### src/rtl/link_pkg.sv
// Shared definitions for the UART-to-link packet sequencer.
//   tx_state_e   : 3-bit tx FSM encoding
//   BUSY_TIMEOUT : cycles to wait for the sender to raise busy before moving on
package link_pkg;

  typedef enum logic [2:0] {
    IDLE    = 3'd0,
    SEND    = 3'd1,
    WAIT_HI = 3'd2,
    WAIT_LO = 3'd3,
    CRC     = 3'd4,
    CRC_HI  = 3'd5,
    CRC_LO  = 3'd6,
    DONE    = 3'd7
  } tx_state_e;

  localparam int BUSY_TIMEOUT = 4;
  localparam int TO_W         = $clog2(BUSY_TIMEOUT);

endpackage

### src/rtl/byte_fifo.sv
// Small synchronous FIFO with registered read data.
//   push/din   : write when not full (or when a pop frees the slot this cycle)
//   pop/dout   : dout loads the head entry on a pop of a non-empty FIFO
//   full/empty : from read/write pointers carrying one extra wrap bit
module byte_fifo #(
  parameter int WIDTH = 8,
  parameter int DEPTH = 4
) (
  input  logic             clk,
  input  logic             rst,
  input  logic             push,
  input  logic             pop,
  input  logic [WIDTH-1:0] din,
  output logic [WIDTH-1:0] dout,
  output logic             full,
  output logic             empty
);

  localparam int AW = $clog2(DEPTH);

  logic [WIDTH-1:0] mem [DEPTH];
  logic [AW:0]      wr_ptr, rd_ptr;
  logic             do_push, do_pop;

  assign empty   = (wr_ptr == rd_ptr);
  assign full    = (wr_ptr[AW] != rd_ptr[AW]) && (wr_ptr[AW-1:0] == rd_ptr[AW-1:0]);
  assign do_pop  = pop && !empty;
  assign do_push = push && (!full || do_pop);

  always_ff @(posedge clk or posedge rst) begin
    if (rst) begin
      wr_ptr <= '0;
      rd_ptr <= '0;
      dout   <= '0;
    end else begin
      if (do_push) wr_ptr <= wr_ptr + 1'b1;
      if (do_pop) begin
        rd_ptr <= rd_ptr + 1'b1;
        dout   <= mem[rd_ptr[AW-1:0]];
      end
    end
  end

  // Storage needs no reset; the pointers define what is valid.
  always_ff @(posedge clk) begin
    if (do_push) mem[wr_ptr[AW-1:0]] <= din;
  end

endmodule

### src/rtl/link_packet_ctrl.sv
// Start-triggered packet sequencer: collects PKT_LEN bytes from the UART into
// a FIFO, forwards them one at a time to the inter-FPGA sender while feeding
// the CRC module, then sends the CRC8 as a trailer byte.
//   clk, reset                  : clock, async active-high reset
//   i_start                     : start level, rising edge begins a packet
//   i_8_rx_data/i_rx_ready      : UART byte + ready level; o_rx_clear acks it
//   o_8_crc_data/o_crc_en/_rst  : CRC update byte/pulse, CRC clear pulse
//   i_8_crc                     : running CRC8
//   o_8_tx_data/o_tx_send       : byte + send pulse to the link; i_tx_busy back
//   o_busy/o_done/o_8_count     : packet status, done pulse, bytes sent
module link_packet_ctrl
  import link_pkg::*;
#(
  parameter int PKT_LEN    = 16,
  parameter int FIFO_DEPTH = 4
) (
  input  logic       clk,
  input  logic       reset,
  input  logic       i_start,
  input  logic [7:0] i_8_rx_data,
  input  logic       i_rx_ready,
  output logic       o_rx_clear,
  output logic [7:0] o_8_crc_data,
  output logic       o_crc_en,
  output logic       o_crc_rst,
  input  logic [7:0] i_8_crc,
  output logic [7:0] o_8_tx_data,
  output logic       o_tx_send,
  input  logic       i_tx_busy,
  output logic       o_busy,
  output logic       o_done,
  output logic [7:0] o_8_count
);

  localparam logic [7:0]      PKT_LEN_B = 8'(PKT_LEN);
  localparam logic [7:0]      TX_LAST_B = 8'(PKT_LEN - 1);
  localparam logic [TO_W-1:0] TO_LAST   = TO_W'(BUSY_TIMEOUT - 1);

  tx_state_e       state;
  logic            start_q;
  logic            start_go;
  logic [7:0]      rx_cnt;
  logic [TO_W-1:0] to_cnt;
  logic [7:0]      crc_q;
  logic            sel_crc;
  logic            accept, pop;
  logic            fifo_full, fifo_empty;
  logic [7:0]      fifo_dout;

  assign start_go = (state == IDLE) && !o_busy && i_start && !start_q;

  // The previous-cycle clear blocks a second accept while the UART's ready
  // level is still falling from our own ack.
  assign accept = o_busy && (rx_cnt < PKT_LEN_B) && i_rx_ready &&
                  !fifo_full && !o_rx_clear;
  assign pop    = (state == SEND) && !fifo_empty && !i_tx_busy;

  // Payload comes straight from the FIFO's registered head; the trailer from
  // the latched CRC. Both sources only change at a send, so the byte holds
  // steady while the sender is busy.
  assign o_8_tx_data = sel_crc ? crc_q : fifo_dout;

  byte_fifo #(.WIDTH(8), .DEPTH(FIFO_DEPTH)) u_fifo (
    .clk   (clk),
    .rst   (reset),
    .push  (accept),
    .pop   (pop),
    .din   (i_8_rx_data),
    .dout  (fifo_dout),
    .full  (fifo_full),
    .empty (fifo_empty)
  );

  // Rx side: ack, CRC feed and push all happen together on accept.
  always_ff @(posedge clk or posedge reset) begin
    if (reset) begin
      rx_cnt       <= '0;
      o_rx_clear   <= 1'b0;
      o_crc_en     <= 1'b0;
      o_8_crc_data <= '0;
    end else begin
      o_rx_clear <= 1'b0;
      o_crc_en   <= 1'b0;
      if (start_go) begin
        rx_cnt <= '0;
      end else if (accept) begin
        o_rx_clear   <= 1'b1;
        o_crc_en     <= 1'b1;
        o_8_crc_data <= i_8_rx_data;
        rx_cnt       <= rx_cnt + 8'd1;
      end
    end
  end

  // Tx FSM with registered outputs.
  always_ff @(posedge clk or posedge reset) begin
    if (reset) begin
      state     <= IDLE;
      start_q   <= 1'b0;
      to_cnt    <= '0;
      o_8_count <= '0;
      o_busy    <= 1'b0;
      o_done    <= 1'b0;
      o_crc_rst <= 1'b0;
      o_tx_send <= 1'b0;
      crc_q     <= '0;
      sel_crc   <= 1'b0;
    end else begin
      start_q   <= i_start;
      o_crc_rst <= 1'b0;
      o_tx_send <= 1'b0;
      o_done    <= 1'b0;
      case (state)
        IDLE: if (start_go) begin
          o_crc_rst <= 1'b1;
          o_8_count <= '0;
          o_busy    <= 1'b1;
          sel_crc   <= 1'b0;
          state     <= SEND;
        end
        SEND: if (pop) begin
          o_tx_send <= 1'b1;
          to_cnt    <= '0;
          state     <= WAIT_HI;
        end
        // A sender that never raises busy is treated as having taken the byte.
        WAIT_HI, CRC_HI: begin
          if (i_tx_busy || to_cnt == TO_LAST)
            state <= (state == WAIT_HI) ? WAIT_LO : CRC_LO;
          else
            to_cnt <= to_cnt + 1'b1;
        end
        WAIT_LO: if (!i_tx_busy) begin
          if (o_8_count != PKT_LEN_B) o_8_count <= o_8_count + 8'd1;
          state <= (o_8_count == TX_LAST_B) ? CRC : SEND;
        end
        CRC: begin
          crc_q     <= i_8_crc;
          sel_crc   <= 1'b1;
          o_tx_send <= 1'b1;
          to_cnt    <= '0;
          state     <= CRC_HI;
        end
        CRC_LO: if (!i_tx_busy) state <= DONE;
        DONE: begin
          o_done <= 1'b1;
          o_busy <= 1'b0;
          state  <= IDLE;
        end
        default: state <= IDLE;
      endcase
    end
  end

endmodule

### config.mk
export PLATFORM = sky130hd
export DESIGN_NAME = link_packet_ctrl
export DESIGN_NICKNAME = d
export VERILOG_FILES = /design/src/rtl/link_pkg.sv /design/src/rtl/byte_fifo.sv /design/src/rtl/link_packet_ctrl.sv
export SDC_FILE = /design/constraint.sdc
export NUM_CORES = 1
export LEC_CHECK = 0
export ABC_AREA = 1
export ABC_CLOCK_PERIOD_IN_PS = 2200
export CELL_PAD_IN_SITES_DETAIL_PLACEMENT = 0
export CELL_PAD_IN_SITES_GLOBAL_PLACEMENT = 2
export CORE_MARGIN = 2
export CORE_UTILIZATION = 31
export CTS_CLUSTER_DIAMETER = 100
export DETAILED_ROUTE_END_ITERATION = 6
export GPL_TIMING_DRIVEN = 0
export PLACE_DENSITY_LB_ADDON = 0.12
export SLEW_MARGIN = 30
export SYNTH_ARGS = -nofsm -noshare
export SYNTH_HDL_FRONTEND = slang
export SYNTH_SLANG_ARGS = --single-unit
### constraint.sdc
create_clock -name clk -period 2.2 [get_ports clk]
set_clock_uncertainty 0.1 [all_clocks]
set_input_delay 0.66 -clock clk [delete_from_list [all_inputs] [get_ports clk]]
set_output_delay 0.66 -clock clk [all_outputs]
set_load 0.05 [all_outputs]
==> flow_summary.toml, run 1 <==
[hold_path]
hold_path_class = "reg -> reg"

[grt]
grtUsageTotal = 0.1401
grt_overflow = 0
grt_first_pass_wirelength_mm = 15.46
grt_max_degree = 36
first_global_vias = 2927
antenna_found_initial = 0

[routing]
drt_first_pass_iters = 4
drc = 0
detail_route.wl_per_cell_um = 13.59
wl_mm = 9.144
detail_route.vias_per_cell = 4.425
antenna_left = 0
vias = 2978
drt-initial-drc-count = 128

[place]
portBuffers = 50
dp_cells = 656
dp_hpwl_mm = 6.321
gp_congestion = 0.7485
pre_cts_ws_ns = -0.5930

[logic_synthesis]
ys_warn_count = 0
synth_nets = 459
synth_area_um2 = 4105
ys_ff_latch = 90
synth_cells = 429
synth_cell_types = 26
postSynthAreaPerCell_um2 = 9.569
yosysSeqAreaShare = 0.5876

[pwr]
ir_worst_vdd_mv = 0.5209
power_density_nw_per_um2 = 1392
p_leak_nw = 2.370

[setup_path]
worstPathCellList = "clkdlybuf4s15_1"
worst_path_largest_cell_delay_ns = 0.54
crit_required_ns = 1.44
cp-start-kind = "flop"
end_kind = "output pin"
critPathBufInv = 1
critPathSlowestCell = "clkdlybuf4s15_1"
crit_family = "buffers and inverters"
crit_arrival_ns = 1.38
path_class = "reg -> out"
path_max_fanout = 7
regToRegSetupSlack_ns = 0.23

[final_layout]
layout.nets = 522
final_util = 0.3935
layout.cells.non_filler = 673
diodes = 0
area_growth_pct = 25.42
layout_common_cells = "nand2_1 (118), dfrtp_1 (57), nor2_1 (41), inv_1 (34), edfxtp_1 (32)"
final_common_cell = "nand2_1"
drive_gt1_frac = 0.1509

[flow_run]
drv_cap = 0

[clocking]
cts_buffers = 9
cts.sinks = 90
tritoncts = "done"
path_clk_slew_ns = 0.06
cts_max_path_buffers = 2
h-tree-depth = 3
clkLatencyLatePin_ns = 0.34
cts-root-buf = "clkbuf_16"
cts_hold_buf = 0

[run_status]
run_status = "finished clean"

[floorplan]
initial_core_util = 0.3137
die-area_um2 = 14180
io_pins = 51
fp-row-count = 42
die_h_um = 119.1
chipWidth_um = 119.1
coreArea_um2 = 13090

[sta]
rsz0062_at_grt = "no"
finalHoldViolCount = 0
tightest_slew_ns = 0.5337
setup_slack_ns = 0.06050
slew_headroom = 0.6438
slew_violations = 0
setup_viol = 0
fin_crit_ns = 2.140
finalCritPeriodShare = 0.9725
fmax_mhz = 467.4
[final cells by class]
type | instances | area (um^2)
well taps | 176 | 220.2
flip-flops and latches | 90 | 2414
inverters | 41 | 156.4
repair buffers | 52 | 466.7
plain buffers | 14 | 101.3
clock buffers | 12 | 246.5
clock inverters | 4 | 77.57
fillers | 1335 | 7936
multi-input cells | 284 | 1466
[logic make-up (layout without fill, tap and decap cells)]
| kind of cell | after synthesis | count (layout) | synth area share |
|---|---|---|---|
| AND/OR/NAND/NOR | 213 | 213 | 0.2271 |
| flip-flops | 90 | 90 | 0.5876 |
| buffers and inverters | 55 | 123 | 0.06126 |
| AO/OA/AOI/OAI | 47 | 47 | 0.05974 |
| adder cells (fa/ha/maj) | 9 | 9 | 0.02743 |
| multiplexers | 8 | 8 | 0.02195 |
| XOR/XNOR | 7 | 7 | 0.01493 |
[timing repair]
item                       in CTS  in global routing
setup endpoints to repair      63                 25
buffers inserted                0                  1
pin swaps                       0                  0
gates resized for setup        78                  5
[power by group]
part / internal, mW / total (mW) / switching [mW]
logic: 0.924 / 3.10 / 2.18
clock network: 1.03 / 1.67 / 0.643
registers: 2.17 / 2.39 / 0.217
[registers in the layout, summed over array words and instances (netlist names), 2 cells and up]
name           cells
u_fifo.mem        32
crc_q              8
o_8_count          8
o_8_crc_data       8
rx_cnt             8
u_fifo.dout        8
state              3
u_fifo.rd_ptr      3
u_fifo.wr_ptr      3
to_cnt             2
[path summary, 6_finish.rpt]
check,startpoint,end,cells past startpoint
min reg2reg,to_cnt[1],to_cnt[1],2
max reg2reg,u_fifo.rd_ptr[0],u_fifo.mem[0][4],8
min,to_cnt[1],to_cnt[1],2
max in group asynchronous,reset,o_8_crc_data[3],3
min in group asynchronous,reset,to_cnt[0],2
max,o_8_count[2],o_8_count[2],1
[cells in the mapped netlist]
master / n / share of area
buf_2: 6 / 0.0073
buf_4: 4 / 0.0073
buf_6: 3 / 0.0082
clkbuf_1: 1 / 0.00091
dfrtp_1: 58 / 0.35
edfxtp_1: 32 / 0.23
ha_1: 9 / 0.027
inv_1: 35 / 0.032
inv_2: 6 / 0.0055
mux2_2: 8 / 0.022
nand2_1: 118 / 0.11
nand2_2: 9 / 0.014
nand3_1: 24 / 0.029
nand3b_1: 2 / 0.0037
nand3b_4: 1 / 0.0049
nand4_1: 6 / 0.0091
nor2_1: 45 / 0.041
nor2_2: 2 / 0.0030
nor2_4: 4 / 0.011
nor3b_1: 1 / 0.0018
o21ai_0: 30 / 0.037
o21ai_1: 9 / 0.011
o22ai_1: 8 / 0.012
or2_2: 1 / 0.0015
xnor2_1: 1 / 0.0021
xor2_1: 6 / 0.013
[metal layers]
layer,GRT usage,share of wire,vias to the layer above
met2,0.2040,0.42,60
met3,0.02826,0.046,11
met4,0.06250,0.019,0
li1,-,-,1517
met1,0.2010,0.51,1390
met5,0,0,-
[stage by stage]
step | hold WS, ns | TNS, ns | cell area, um^2 | power [mW]
3_3_place_gp | 0.3594 | -96.41 | 4826 | 5.644
6_report | 0.3806 | 0 | 5149 | 7.169
4_1_cts | 0.3850 | -0.6949 | 5127 | 7.253
5_1_grt | 0.4026 | 0 | 5149 | 7.712
3_5_place_dp | 0.3643 | -21.45 | 4848 | 5.663
2_1_floorplan | 0.3459 | -0.5837 | 4105 | 4.689
No activity file was read; power rests on OpenSTA's default activity.
==> run 2, diff against run 1 <==
--- a/config.mk
+++ b/config.mk
@@ -15,7 +15,8 @@
 export DETAILED_ROUTE_END_ITERATION = 6
 export GPL_TIMING_DRIVEN = 0
 export PLACE_DENSITY_LB_ADDON = 0.12
-export SLEW_MARGIN = 30
+export SETUP_SLACK_MARGIN = 0.2
+export SLEW_MARGIN = 20
 export SYNTH_ARGS = -nofsm -noshare
 export SYNTH_HDL_FRONTEND = slang
 export SYNTH_SLANG_ARGS = --single-unit
==> run 2 against run 1 <==
Register-to-register slack improved by 0.12 ns. Power rose by 3.8%. Sequential cell count did not move. Non-clock buffer count rose by 7. Worst setup slack improved by 0.11 ns. Highest routed layer unchanged. Clock power fell by 9.6%. Die area did not move. Global-route usage rose by 0.16 points. Cell count rose by 1.0%. Count of clock-buffer cells in the layout did not move. Largest power group unchanged. Maximum frequency rose by 5.7%. Sequential power barely moved. Critical endpoint is now o_8_tx_data[4].
==> flow_summary.toml, run 2 (synthesis results as in run 1) <==
[grt]
grt_overflow = 0
grt_max_degree = 29
grt_first_pass_wirelength_mm = 15.54
antenna_found_initial = 0
grtUsageTotal = 0.1416
first_global_vias = 2918

[final_layout]
drive_gt1_frac = 0.2103
final_util = 0.4068
layout_common_cells = "nand2_1 (116), dfrtp_1 (57), nor2_1 (41), inv_1 (34), edfxtp_1 (32)"
area_growth_pct = 29.66
layout.nets = 529
largest_reg_flops = 32
final_common_cell = "nand2_1"
fillers = 1280
diodes = 0
layout.cells.non_filler = 680

[clocking]
cts.sinks = 90
path_clk_slew_ns = 0.06
clkLatencyLatePin_ns = 0.34
cts-root-buf = "clkbuf_16"
h-tree-depth = 3
tritoncts = "done"
cts_hold_buf = 0
cts_max_path_buffers = 2
cts_buffers = 9

[setup_path]
reg2reg_depth = 8
critPathSlowestCell = "dfrtp_2"
crit_arrival_ns = 1.26
crit_cells = 3
path_class = "reg -> out"
worstPathCellList = "buf_12 -> o21ai_2 -> buf_6"
endpoint = "o_8_tx_data[4]"
worst_path_largest_cell_delay_ns = 0.45
rr_startpoint = "u_fifo.rd_ptr[0]"
reg2reg_to = "u_fifo.mem[1][6]"
regToRegSetupSlack_ns = 0.35
crit_family = "flip-flops"
crit_required_ns = 1.44
path_max_fanout = 5
cp-start-kind = "flop"
crit_start = "sel_crc"
end_kind = "output pin"
critPathBufInv = 2

[sta]
slew_headroom = 0.6719
finalHoldViolCount = 0
setup_viol = 0
rsz0062_at_grt = "yes"
setup_slack_ns = 0.1752
tightest_slew_ns = 0.4941
fin_crit_ns = 2.025
slew_violations = 0
finalCritPeriodShare = 0.9204
fmax_mhz = 493.9
fin_tns_setup_ns = 0

[flow_run]
drv_cap = 0

[pwr]
p_leak_nw = 2.397
ir_worst_vdd_mv = 0.4613
sw_frac_of_total = 0.4241
power_density_nw_per_um2 = 1398
seqPwrFrac = 0.323
p_switching_mw = 3.157
power_frac_comb = 0.474
power_mw = 7.443
intPower_mw = 4.286
pwr-share-clk = 0.203

[routing]
detail_route.vias_per_cell = 4.306
antenna_left = 0
drt-initial-drc-count = 176
wl_mm = 9.193
drc = 0
drt_first_pass_iters = 4
detail_route.wl_per_cell_um = 13.52
vias = 2928

[floorplan]
fp-row-count = 42
initial_core_util = 0.3137
io_pins = 51
die-area_um2 = 14180
die_h_um = 119.1
chipWidth_um = 119.1
coreArea_um2 = 13090

[run_status]
run_status = "finished clean"

[place]
gp_congestion = 0.7715
dp_cells = 657
portBuffers = 50
pre_cts_ws_ns = -0.5175
dp_hpwl_mm = 6.371

[hold_path]
hold_path_class = "reg -> reg"
run 2: stage by stage:
stage / hold slack, ns / area, um^2
final: 0.3811 / 5323
after global routing: 0.4087 / 5323
after CTS: 0.3813 / 5316
after detailed placement: 0.3651 / 4877
after global placement: 0.3610 / 4837
after floorplan: 0.3459 / 4116
run 2: what timing repair did:
action	in CTS	in global routing
gates resized for setup	137	27
gates cloned	1	0
buffers inserted	5	1
endpoints found under the setup margin	63	37
endpoints found under the hold margin	0	0
pin swaps	7	3
run 2: metal layers:
metal,global-route usage,share of wire,up-vias
met4,0.06250,0.018,0
met3,0.02730,0.033,14
met5,0,0,-
met2,0.2083,0.43,54
met1,0.2026,0.52,1322
li1,-,-,1538
run 2: area by class of cell:
| class | instances | area [um^2] | share of cell area |
|---|---|---|---|
| clock buffer | 12 | 236.5 | 0.04443 |
| tap | 176 | 220.2 | 0.04137 |
| clock inverter | 4 | 51.30 | 0.009638 |
| inverter | 41 | 157.7 | 0.02962 |
| sequential | 90 | 2414 | 0.4535 |
| multi-input combinational | 284 | 1514 | 0.2844 |
| buffer | 14 | 122.6 | 0.02304 |
| timing repair buffer | 59 | 606.8 | 0.1140 |
run 2: worst min path at each step:
stage | startpoint | end | slack, ns | cells past startpoint
3_3_place_gp | to_cnt[1] | to_cnt[1] | 0.36 | 2
4_1_cts | o_8_crc_data[4] | o_8_crc_data[4] | 0.38 | 2
2_1_floorplan | to_cnt[1] | to_cnt[1] | 0.35 | 2
5_1_grt | o_8_crc_data[4] | o_8_crc_data[4] | 0.41 | 2
3_5_place_dp | o_8_crc_data[7] | o_8_crc_data[7] | 0.37 | 2
6_report | o_8_crc_data[1] | o_8_crc_data[1] | 0.38 | 2
run 2: tightest hold or removal path, stage by stage, from the launching register on:
cell	delay, ns
dfrtp_1	0.34
nand2_1	0.05
nand2_1	0.06
run 2: power by group through the flow:
stage | sequential (mW) | combinational [mW] | clock, mW
2_1_floorplan | 2.73 | 1.97 | 0
3_3_place_gp | 2.44 | 3.23 | 0
3_5_place_dp | 2.44 | 3.26 | 0
4_1_cts | 2.41 | 3.53 | 1.57
5_1_grt | 2.47 | 3.88 | 1.64
6_report | 2.41 | 3.52 | 1.51
